[src/rtl/hex_display_pkg.sv]
// Shared 7-segment definitions: segment vector type, bit positions, hex glyphs.
// Bit positions use a SEG_BIT_ prefix so they cannot collide with the SEG_A..SEG_F glyphs.
package hex_display_pkg;

    typedef logic [7:0] seg_t;

    localparam int unsigned SEG_BIT_A = 7;
    localparam int unsigned SEG_BIT_B = 6;
    localparam int unsigned SEG_BIT_C = 5;
    localparam int unsigned SEG_BIT_D = 4;
    localparam int unsigned SEG_BIT_E = 3;
    localparam int unsigned SEG_BIT_F = 2;
    localparam int unsigned SEG_BIT_G = 1;
    localparam int unsigned SEG_BIT_P = 0;

    localparam seg_t SEG_OFF = 8'b0000_0000;

    // Glyphs as {A,B,C,D,E,F,G,P} with the decimal point clear
    localparam seg_t SEG_0 = 8'b1111_1100;
    localparam seg_t SEG_1 = 8'b0110_0000;
    localparam seg_t SEG_2 = 8'b1101_1010;
    localparam seg_t SEG_3 = 8'b1111_0010;
    localparam seg_t SEG_4 = 8'b0110_0110;
    localparam seg_t SEG_5 = 8'b1011_0110;
    localparam seg_t SEG_6 = 8'b1011_1110;
    localparam seg_t SEG_7 = 8'b1110_0000;
    localparam seg_t SEG_8 = 8'b1111_1110;
    localparam seg_t SEG_9 = 8'b1111_0110;
    localparam seg_t SEG_A = 8'b1110_1110;
    localparam seg_t SEG_B = 8'b0011_1110;
    localparam seg_t SEG_C = 8'b1001_1100;
    localparam seg_t SEG_D = 8'b0111_1010;
    localparam seg_t SEG_E = 8'b1001_1110;
    localparam seg_t SEG_F = 8'b1000_1110;

    function automatic logic [6:0] hex_glyph(input logic [3:0] nib);
        seg_t g;
        unique case (nib)
            4'h0: g = SEG_0;
            4'h1: g = SEG_1;
            4'h2: g = SEG_2;
            4'h3: g = SEG_3;
            4'h4: g = SEG_4;
            4'h5: g = SEG_5;
            4'h6: g = SEG_6;
            4'h7: g = SEG_7;
            4'h8: g = SEG_8;
            4'h9: g = SEG_9;
            4'hA: g = SEG_A;
            4'hB: g = SEG_B;
            4'hC: g = SEG_C;
            4'hD: g = SEG_D;
            4'hE: g = SEG_E;
            4'hF: g = SEG_F;
        endcase
        return g[SEG_BIT_A -: 7];
    endfunction

endpackage

[src/rtl/seg7_decode.sv]
// Combinational hex nibble to ABCDEFG segment pattern (A in bit 6).
module seg7_decode
    import hex_display_pkg::*;
(
    input  logic [3:0] nibble_i,
    output logic [6:0] glyph_c_o
);

    always_comb begin
        glyph_c_o = hex_glyph(nibble_i);
    end

endmodule

[src/rtl/hex_display_mux.sv]
// N-digit multiplexed 7-segment driver with PWM brightness, dead time and frame-aligned loads.
// Optional leading-zero suppression when HEX_DISPLAY_LZ_BLANK_EN is defined.
module hex_display_mux
    import hex_display_pkg::*;
#(
    parameter int unsigned DIGITS      = 4,
    parameter int unsigned CNT_WIDTH   = 14,
    parameter int unsigned BRIGHT_W    = 4,
    parameter int unsigned DEAD_CYCLES = 16
) (
    input  logic                  clk,
    input  logic                  rst,
    input  logic                  i_valid,
    output logic                  o_ready,
    input  logic [4*DIGITS-1:0]   i_data,
    input  logic [DIGITS-1:0]     i_dots,
    input  logic [DIGITS-1:0]     i_blank,
    input  logic [BRIGHT_W-1:0]   i_bright,
    output logic [DIGITS-1:0]     o_anodes,
    output logic [7:0]            o_segments,
    output logic                  o_frame
);

    localparam int unsigned POS_W = (DIGITS > 1) ? $clog2(DIGITS) : 1;
    localparam logic [CNT_WIDTH-1:0] CNT_MAX  = '1;
    localparam logic [POS_W-1:0]     POS_LAST = POS_W'(DIGITS - 1);

    logic [CNT_WIDTH-1:0] cnt_q, cnt_d;
    logic [POS_W-1:0]     pos_q, pos_d;
    logic                 frame_q;
    logic                 boundary_c;

    logic                 pend_full_q, pend_full_d;
    logic [4*DIGITS-1:0]  pend_data_q, pend_data_d;
    logic [DIGITS-1:0]    pend_dots_q, pend_dots_d;
    logic [DIGITS-1:0]    pend_blank_q, pend_blank_d;
    logic [BRIGHT_W-1:0]  pend_bright_q, pend_bright_d;

    logic [4*DIGITS-1:0]  act_data_q, act_data_d;
    logic [DIGITS-1:0]    act_dots_q, act_dots_d;
    logic [DIGITS-1:0]    act_blank_q, act_blank_d;
    logic [BRIGHT_W-1:0]  act_bright_q, act_bright_d;

    logic [DIGITS-1:0]    anodes_q, anodes_d;
    seg_t                 segs_q, segs_d;

    logic                 accept_c;
    logic [DIGITS-1:0]    lz_c;
    logic [DIGITS-1:0]    dark_c;
    logic [3:0]           nib_c;
    logic                 dot_c;
    logic                 dark_sel_c;
    logic [BRIGHT_W-1:0]  phase_c;
    logic                 en_c;
    logic [6:0]           glyph_c;

    // Slot counter and digit position
    always_comb begin
        cnt_d      = cnt_q + CNT_WIDTH'(1);
        pos_d      = pos_q;
        boundary_c = (pos_q == POS_LAST) && (cnt_q == CNT_MAX);
        if (cnt_q == CNT_MAX) begin
            pos_d = (pos_q == POS_LAST) ? '0 : pos_q + POS_W'(1);
        end
    end

    // Load handshake: pending buffer drains into active only on the frame boundary
    always_comb begin
        accept_c      = i_valid && !pend_full_q;
        pend_full_d   = pend_full_q;
        pend_data_d   = pend_data_q;
        pend_dots_d   = pend_dots_q;
        pend_blank_d  = pend_blank_q;
        pend_bright_d = pend_bright_q;
        act_data_d    = act_data_q;
        act_dots_d    = act_dots_q;
        act_blank_d   = act_blank_q;
        act_bright_d  = act_bright_q;
        if (boundary_c) begin
            if (pend_full_q) begin
                act_data_d   = pend_data_q;
                act_dots_d   = pend_dots_q;
                act_blank_d  = pend_blank_q;
                act_bright_d = pend_bright_q;
                pend_full_d  = 1'b0;
            end else if (accept_c) begin
                act_data_d   = i_data;
                act_dots_d   = i_dots;
                act_blank_d  = i_blank;
                act_bright_d = i_bright;
            end
        end else if (accept_c) begin
            pend_data_d   = i_data;
            pend_dots_d   = i_dots;
            pend_blank_d  = i_blank;
            pend_bright_d = i_bright;
            pend_full_d   = 1'b1;
        end
    end

`ifdef HEX_DISPLAY_LZ_BLANK_EN
    logic zero_run_c;

    // Blank zeros from the top digit down to the first non-zero; digit 0 always shows
    always_comb begin
        lz_c       = '0;
        zero_run_c = 1'b1;
        for (int k = DIGITS - 1; k > 0; k--) begin
            zero_run_c = zero_run_c && (act_data_q[4*k +: 4] == 4'h0);
            lz_c[k]    = zero_run_c;
        end
    end
`else
    always_comb begin
        lz_c = '0;
    end
`endif

    // Select the current digit's nibble, dot and dark flag
    always_comb begin
        dark_c     = act_blank_q | lz_c;
        nib_c      = 4'h0;
        dot_c      = 1'b0;
        dark_sel_c = 1'b0;
        for (int k = 0; k < DIGITS; k++) begin
            if (pos_q == POS_W'(k)) begin
                nib_c      = act_data_q[4*k +: 4];
                dot_c      = act_dots_q[k];
                dark_sel_c = dark_c[k];
            end
        end
    end

    seg7_decode u_seg7_decode (
        .nibble_i  (nib_c),
        .glyph_c_o (glyph_c)
    );

    // Digit enable: past dead time, inside PWM on-window, not blanked
    always_comb begin
        phase_c  = cnt_q[CNT_WIDTH-1 -: BRIGHT_W];
        en_c     = (cnt_q >= CNT_WIDTH'(DEAD_CYCLES)) && (phase_c < act_bright_q) && !dark_sel_c;
        anodes_d = '1;
        segs_d   = SEG_OFF;
        if (en_c) begin
            anodes_d          = ~(DIGITS'(1) << pos_q);
            segs_d            = {glyph_c, 1'b0};
            segs_d[SEG_BIT_P] = dot_c;
        end
    end

    always_ff @(posedge clk or posedge rst) begin
        if (rst) begin
            cnt_q         <= '0;
            pos_q         <= '0;
            frame_q       <= 1'b0;
            pend_full_q   <= 1'b0;
            pend_data_q   <= '0;
            pend_dots_q   <= '0;
            pend_blank_q  <= '0;
            pend_bright_q <= '0;
            act_data_q    <= '0;
            act_dots_q    <= '0;
            act_blank_q   <= '0;
            act_bright_q  <= '0;
            anodes_q      <= '1;
            segs_q        <= SEG_OFF;
        end else begin
            cnt_q         <= cnt_d;
            pos_q         <= pos_d;
            frame_q       <= boundary_c;
            pend_full_q   <= pend_full_d;
            pend_data_q   <= pend_data_d;
            pend_dots_q   <= pend_dots_d;
            pend_blank_q  <= pend_blank_d;
            pend_bright_q <= pend_bright_d;
            act_data_q    <= act_data_d;
            act_dots_q    <= act_dots_d;
            act_blank_q   <= act_blank_d;
            act_bright_q  <= act_bright_d;
            anodes_q      <= anodes_d;
            segs_q        <= segs_d;
        end
    end

    assign o_ready    = !pend_full_q;
    assign o_anodes   = anodes_q;
    assign o_segments = segs_q;
    assign o_frame    = frame_q;

endmodule

[config.mk]
export PLATFORM = sky130hd
export DESIGN_NAME = hex_display_mux
export DESIGN_NICKNAME = d
export VERILOG_FILES = /design/src/rtl/hex_display_pkg.sv /design/src/rtl/seg7_decode.sv /design/src/rtl/hex_display_mux.sv
export SDC_FILE = /design/constraint.sdc
export NUM_CORES = 1
export LEC_CHECK = 0
export CORE_MARGIN = 8
export CORE_UTILIZATION = 56
export DETAILED_ROUTE_END_ITERATION = 10
export PLACE_DENSITY = 0.9
export SETUP_SLACK_MARGIN = 0.5
export SYNTH_ARGS = -nofsm -noshare
export SYNTH_HDL_FRONTEND = slang
export SYNTH_SLANG_ARGS = --single-unit
[constraint.sdc]
create_clock -name clk -period 7.3 [get_ports clk]
set_clock_uncertainty 0.2 [all_clocks]
set_input_delay 2.19 -clock clk [delete_from_list [all_inputs] [get_ports clk]]
set_output_delay 2.19 -clock clk [all_outputs]
set_load 0.005 [all_outputs]
# After elaboration in Yosys (flattened, before gate mapping)
# Memory sizes are Yosys's and may differ from the RTL's.
# Cells that the tools add are included.
# totals
ff_bits	86
latch_bits	0
ramBits	0
rom_bits	112
out_inout_bits	14
wordCells	62
n_memories	1
# mem_list
name	depth	word_bits	read_ports	rd_clocked_by_memory_dff	write_ports	line	rtl
(no name shown)	16	7	1	0	0	hex_display_pkg.sv:38	unique case (nib)
# op_classes
n_addsub	2
multipliers	0
n_div	0
magnitude_cmp	2
eq_ne	4
shift	1
n_mux	25
bitwise_logic	2
reduce_logical	11
# op_table
operator	n
4-bit two-way mux	11
16-bit two-way mux	2
14-bit by 1-bit adder with 14-bit output (second input constant)	1
14-bit equality test (second input constant)	1
14-bit by 5-bit greater-or-equal comparator with 1-bit output (second input constant)	1
1-bit two-way mux	10
8-bit two-way mux	1
2-bit equality test (second input constant)	2
1-bit logical AND	4
4-bit < comparator	1
4-bit NOT	1
2-bit AND reduction	2
2-bit nonzero test	2
1-bit by 2-bit left shift with 4-bit output (first input constant)	1
2-bit by 1-bit adder with 2-bit output (second input constant)	1
2-bit by 1-bit equality test with 1-bit output (second input constant)	1
1-bit logical NOT	2
2-bit logical NOT	1
2-bit two-way mux	1
1-bit NOT	1

# Logic depth before layout (Yosys ltp)
# logic_depth
depth_word	8
ltp_mapped	11

# Modules after synthesis
# A second synthesis with hierarchy kept.
# unflattened
hier_cells	358
hier_area_um2	4219.0
# modules_own_cells
mod	n_inst	cells_each	area_per_inst_um2	seq_area_each_um2
hex_display_mux	1	325	3928.8	2157.1
seg7_decode	1	33	290.3	0.0

# Worst setup path before layout
# OpenSTA, ideal clock, no wires.
# synth_timing
kind	reg2out
start	register pend_full_q
end	output o_ready
arrival_time_ns	1.210
required_ns	4.910
setup_slack_ns	3.700
stages_incl_launch_ff	5
path_buffers	3
cell_sequence	dfrtp_1 -> buf_2 -> buf_2 -> buf_1 -> inv_1
# synth_between
elab_chain_cells	1
# synth_lines
element	line	rtl
start, declared	hex_display_mux.sv:33	logic pend_full_q, pend_full_d;
start signal, assigned	hex_display_mux.sv:172	pend_full_q <= pend_full_d;
1-bit logical NOT	hex_display_mux.sv:186	assign o_ready = !pend_full_q;
end, declared	hex_display_mux.sv:14	output logic o_ready,
# No other way between the ends.

# Worst setup path after layout
# layout_timing
start	register anodes_q[1] (netlist: o_anodes[1])
end	output o_anodes[1]
# layout_rtl
element	line	rtl
start, declared	hex_display_mux.sv:44	logic [DIGITS-1:0] anodes_q, anodes_d;
start signal, assigned	hex_display_mux.sv:181	anodes_q <= anodes_d;
end, declared	hex_display_mux.sv:19	output logic [DIGITS-1:0] o_anodes,
# No word-level cell between the ends.

==> metrics <==
CP Capture Type output port; hold crit path type reg -> reg; post-synth top area cell dfrtp_1; leakage power ~2.3 nW; maximum VDD drop 0.101 mV; ys async rst share 100%; number of global-route vias before repair about 3000; CTS tree yes; GRT Resource Usage Total approximately 17%; CTS sink count 86; Area after DPL between 4000 and 5000 µm²; Post-Syn Area ~4200 µm²; Routed wire per std cell about 16 µm; Final Hold Viols 0; Clk pin slew, worst setup/hold paths about 80 ps; GRT overflow 0; Die Span X ~100 µm; Final Util just under 70%; core area around 7200 µm²; Slew headroom 12.1%; CP top delay family flip-flops; Resized cells post-CTS 0; DPL Wire Length 5680 µm; Syn. warnings 0; power density cells roughly 190 nW/µm²; Startpoint Class register; die height slightly above 100 µm; Max-Cap Viols 0; crit-path cells clkdlybuf4s50_1; Longest Clk Path Bufs 2; Clock Latency Late Sink 360 ps; Post-DRT Antenna Nets 0; net count of the mapped netlist about 400; Reg2Reg Setup Slack 4110 ps; crit-path max cell delay about 520 ps; count leader, synth dfrtp_1; count of cell types in the netlist 45; Rows 31; Diodes inserted 0; CTS H-tree depth 3; Seq cells post-synth 86; post-CTS setup buffer count 0; crit path from o_anodes[1]; vias per inst between 5 and 6; boundary pin count 45; Final TNS setup 0 ps; area grow syn2layout 17.1%; Slew Limit Fails 0; Final nets 442; Inserted Clock Buffers 9; run status completed; initial DRC count 147; CP max-delay cell dfstp_2; fmax approximately 270 MHz; Synth area leaders dfrtp_1 49%, mux2i_1 7.7%, mux2_4 7.2%; Port Buffers 44; Worst Path Max Fanout 1; DRC viols 0; Reg2Reg Launch Point pos_q[0]; worst path bufs/invs 1; Starting Density between 50% and 60%; Vias 2790; crit share post-route 51.6%; Syn Area/Cell between 10 and 15 µm²; share of the synthesized area in the top cell type between 40% and 50%; share of layout cells above drive strength 1 about 14%; synthesized instance count about 360; global-route wire length before repair around 14000 µm; initial antenna violation count 0; Worst Path Arrival 1370 ps; # setup viols final 0; Post-Route WL a little over 8000 µm; crit path to o_anodes[1]; RSZ-0062 raised after global routing false; Post-synth EDFFs 0; Top FF cell, synth dfrtp_1; Reg2Reg Depth 6; worst slack, placed 3280 ps; actual slew at the worst max-slew pin 1320 ps; crit path time final roughly 3800 ps; top post-synthesis cells by count 82 x dfrtp_1, 40 x nand2_1, 33 x o21ai_0, 32 x mux2i_1, 20 x mux2_4; Worst path depth 1; Filler Cells Inserted 540; CP Data Required Time around 4900 ps; Critical R2R Capture o_segments[7]; final worst slack about 3500 ps; Seq/Total Area, Yosys roughly half; Die Area 10400 µm²; Fin Hold WS slightly below 300 ps; 1st-pass router iterations 4; CTS Hold Bufs 0; final instance area around 4900 µm²; Root Driver clkbuf_8; largest net degree at the start of global routing 87; GPL Wtd Cong slightly above 0.8; CP Class reg -> out
[metrics by stage]
step | instances | power [mW]
floorplan | 355 | 0.549
global placement | 484 | 0.574
detailed placement | 484 | 0.578
CTS | 500 | 0.939
global route | 500 | 0.968
finish | 500 | 0.934
[flip-flops by register name (all words and copies together) (netlist names)]
name           count
act_bright_q       4
pend_bright_q      4
cnt_q             14
pend_data_q       16
pend_dots_q        4
pos_q              2
pend_blank_q       4
o_frame            1
act_dots_q         4
act_data_q        16
o_anodes           4
o_segments         8
act_blank_q        4
pend_full_q        1
[cells in the final DEF, fill, tap and decap left out, drive strengths merged, types with 7 or more instances in the layout]
cell type	Yosys	layout
nand2	40	40
mux2i	32	32
xor2	7	7
nor2	9	9
ha	15	15
o21ai	33	33
dfrtp	82	82
inv	19	18
mux2	29	29
clkbuf	7	13
a21oi	9	9
clkdlybuf4s50	0	44
a221oi	7	7
[cell type report]
class,count,area (µm²),area share (%)
clock inverter,3,68.8,1.41
inverter,19,72.6,1.49
multi-input combinational,232,1820,37.5
timing repair buffer,48,470,9.67
tap,99,124,2.55
sequential,86,2160,44.4
clock buffer,13,149,3.06
[worst min-delay path by stage]
| stage | startpoint | to | cells past startpoint |
|---|---|---|---|
| 6_report | act_blank_q[1] | act_blank_q[1] | 2 |
| 5_1_grt | cnt_q[0] | cnt_q[0] | 1 |
| 4_1_cts | act_blank_q[1] | act_blank_q[1] | 2 |
| 3_5_place_dp | act_dots_q[2] | act_dots_q[2] | 2 |
| 3_3_place_gp | act_data_q[0] | act_data_q[0] | 2 |
| 2_1_floorplan | act_data_q[0] | act_data_q[0] | 2 |
[where the power goes]
| group | switching, mW | internal (mW) | total [mW] |
|---|---|---|---|
| Combinational | 0.0229 | 0.0407 | 0.0636 |
| Clock | 0.162 | 0.203 | 0.365 |
| Sequential | 0.0104 | 0.494 | 0.505 |
[per-layer routing]
metal / global-route usage [%] / wire (µm)
met1: 21.3 / 3590
met2: 26.2 / 3930
met3: 2.93 / 331
met4: 11.5 / 283
met5: 0 / 0
[cell families after synthesis]
logic type	count (synthesis)	share of synthesized area, %
simple gates	81	9.70
mux	61	17.4
compound gates	63	9.61
xor+xnor	12	2.53
flops	86	52.0
buf+inv	37	4.28
fa+ha+maj	15	4.52
Power figures use the tool's default switching activity.
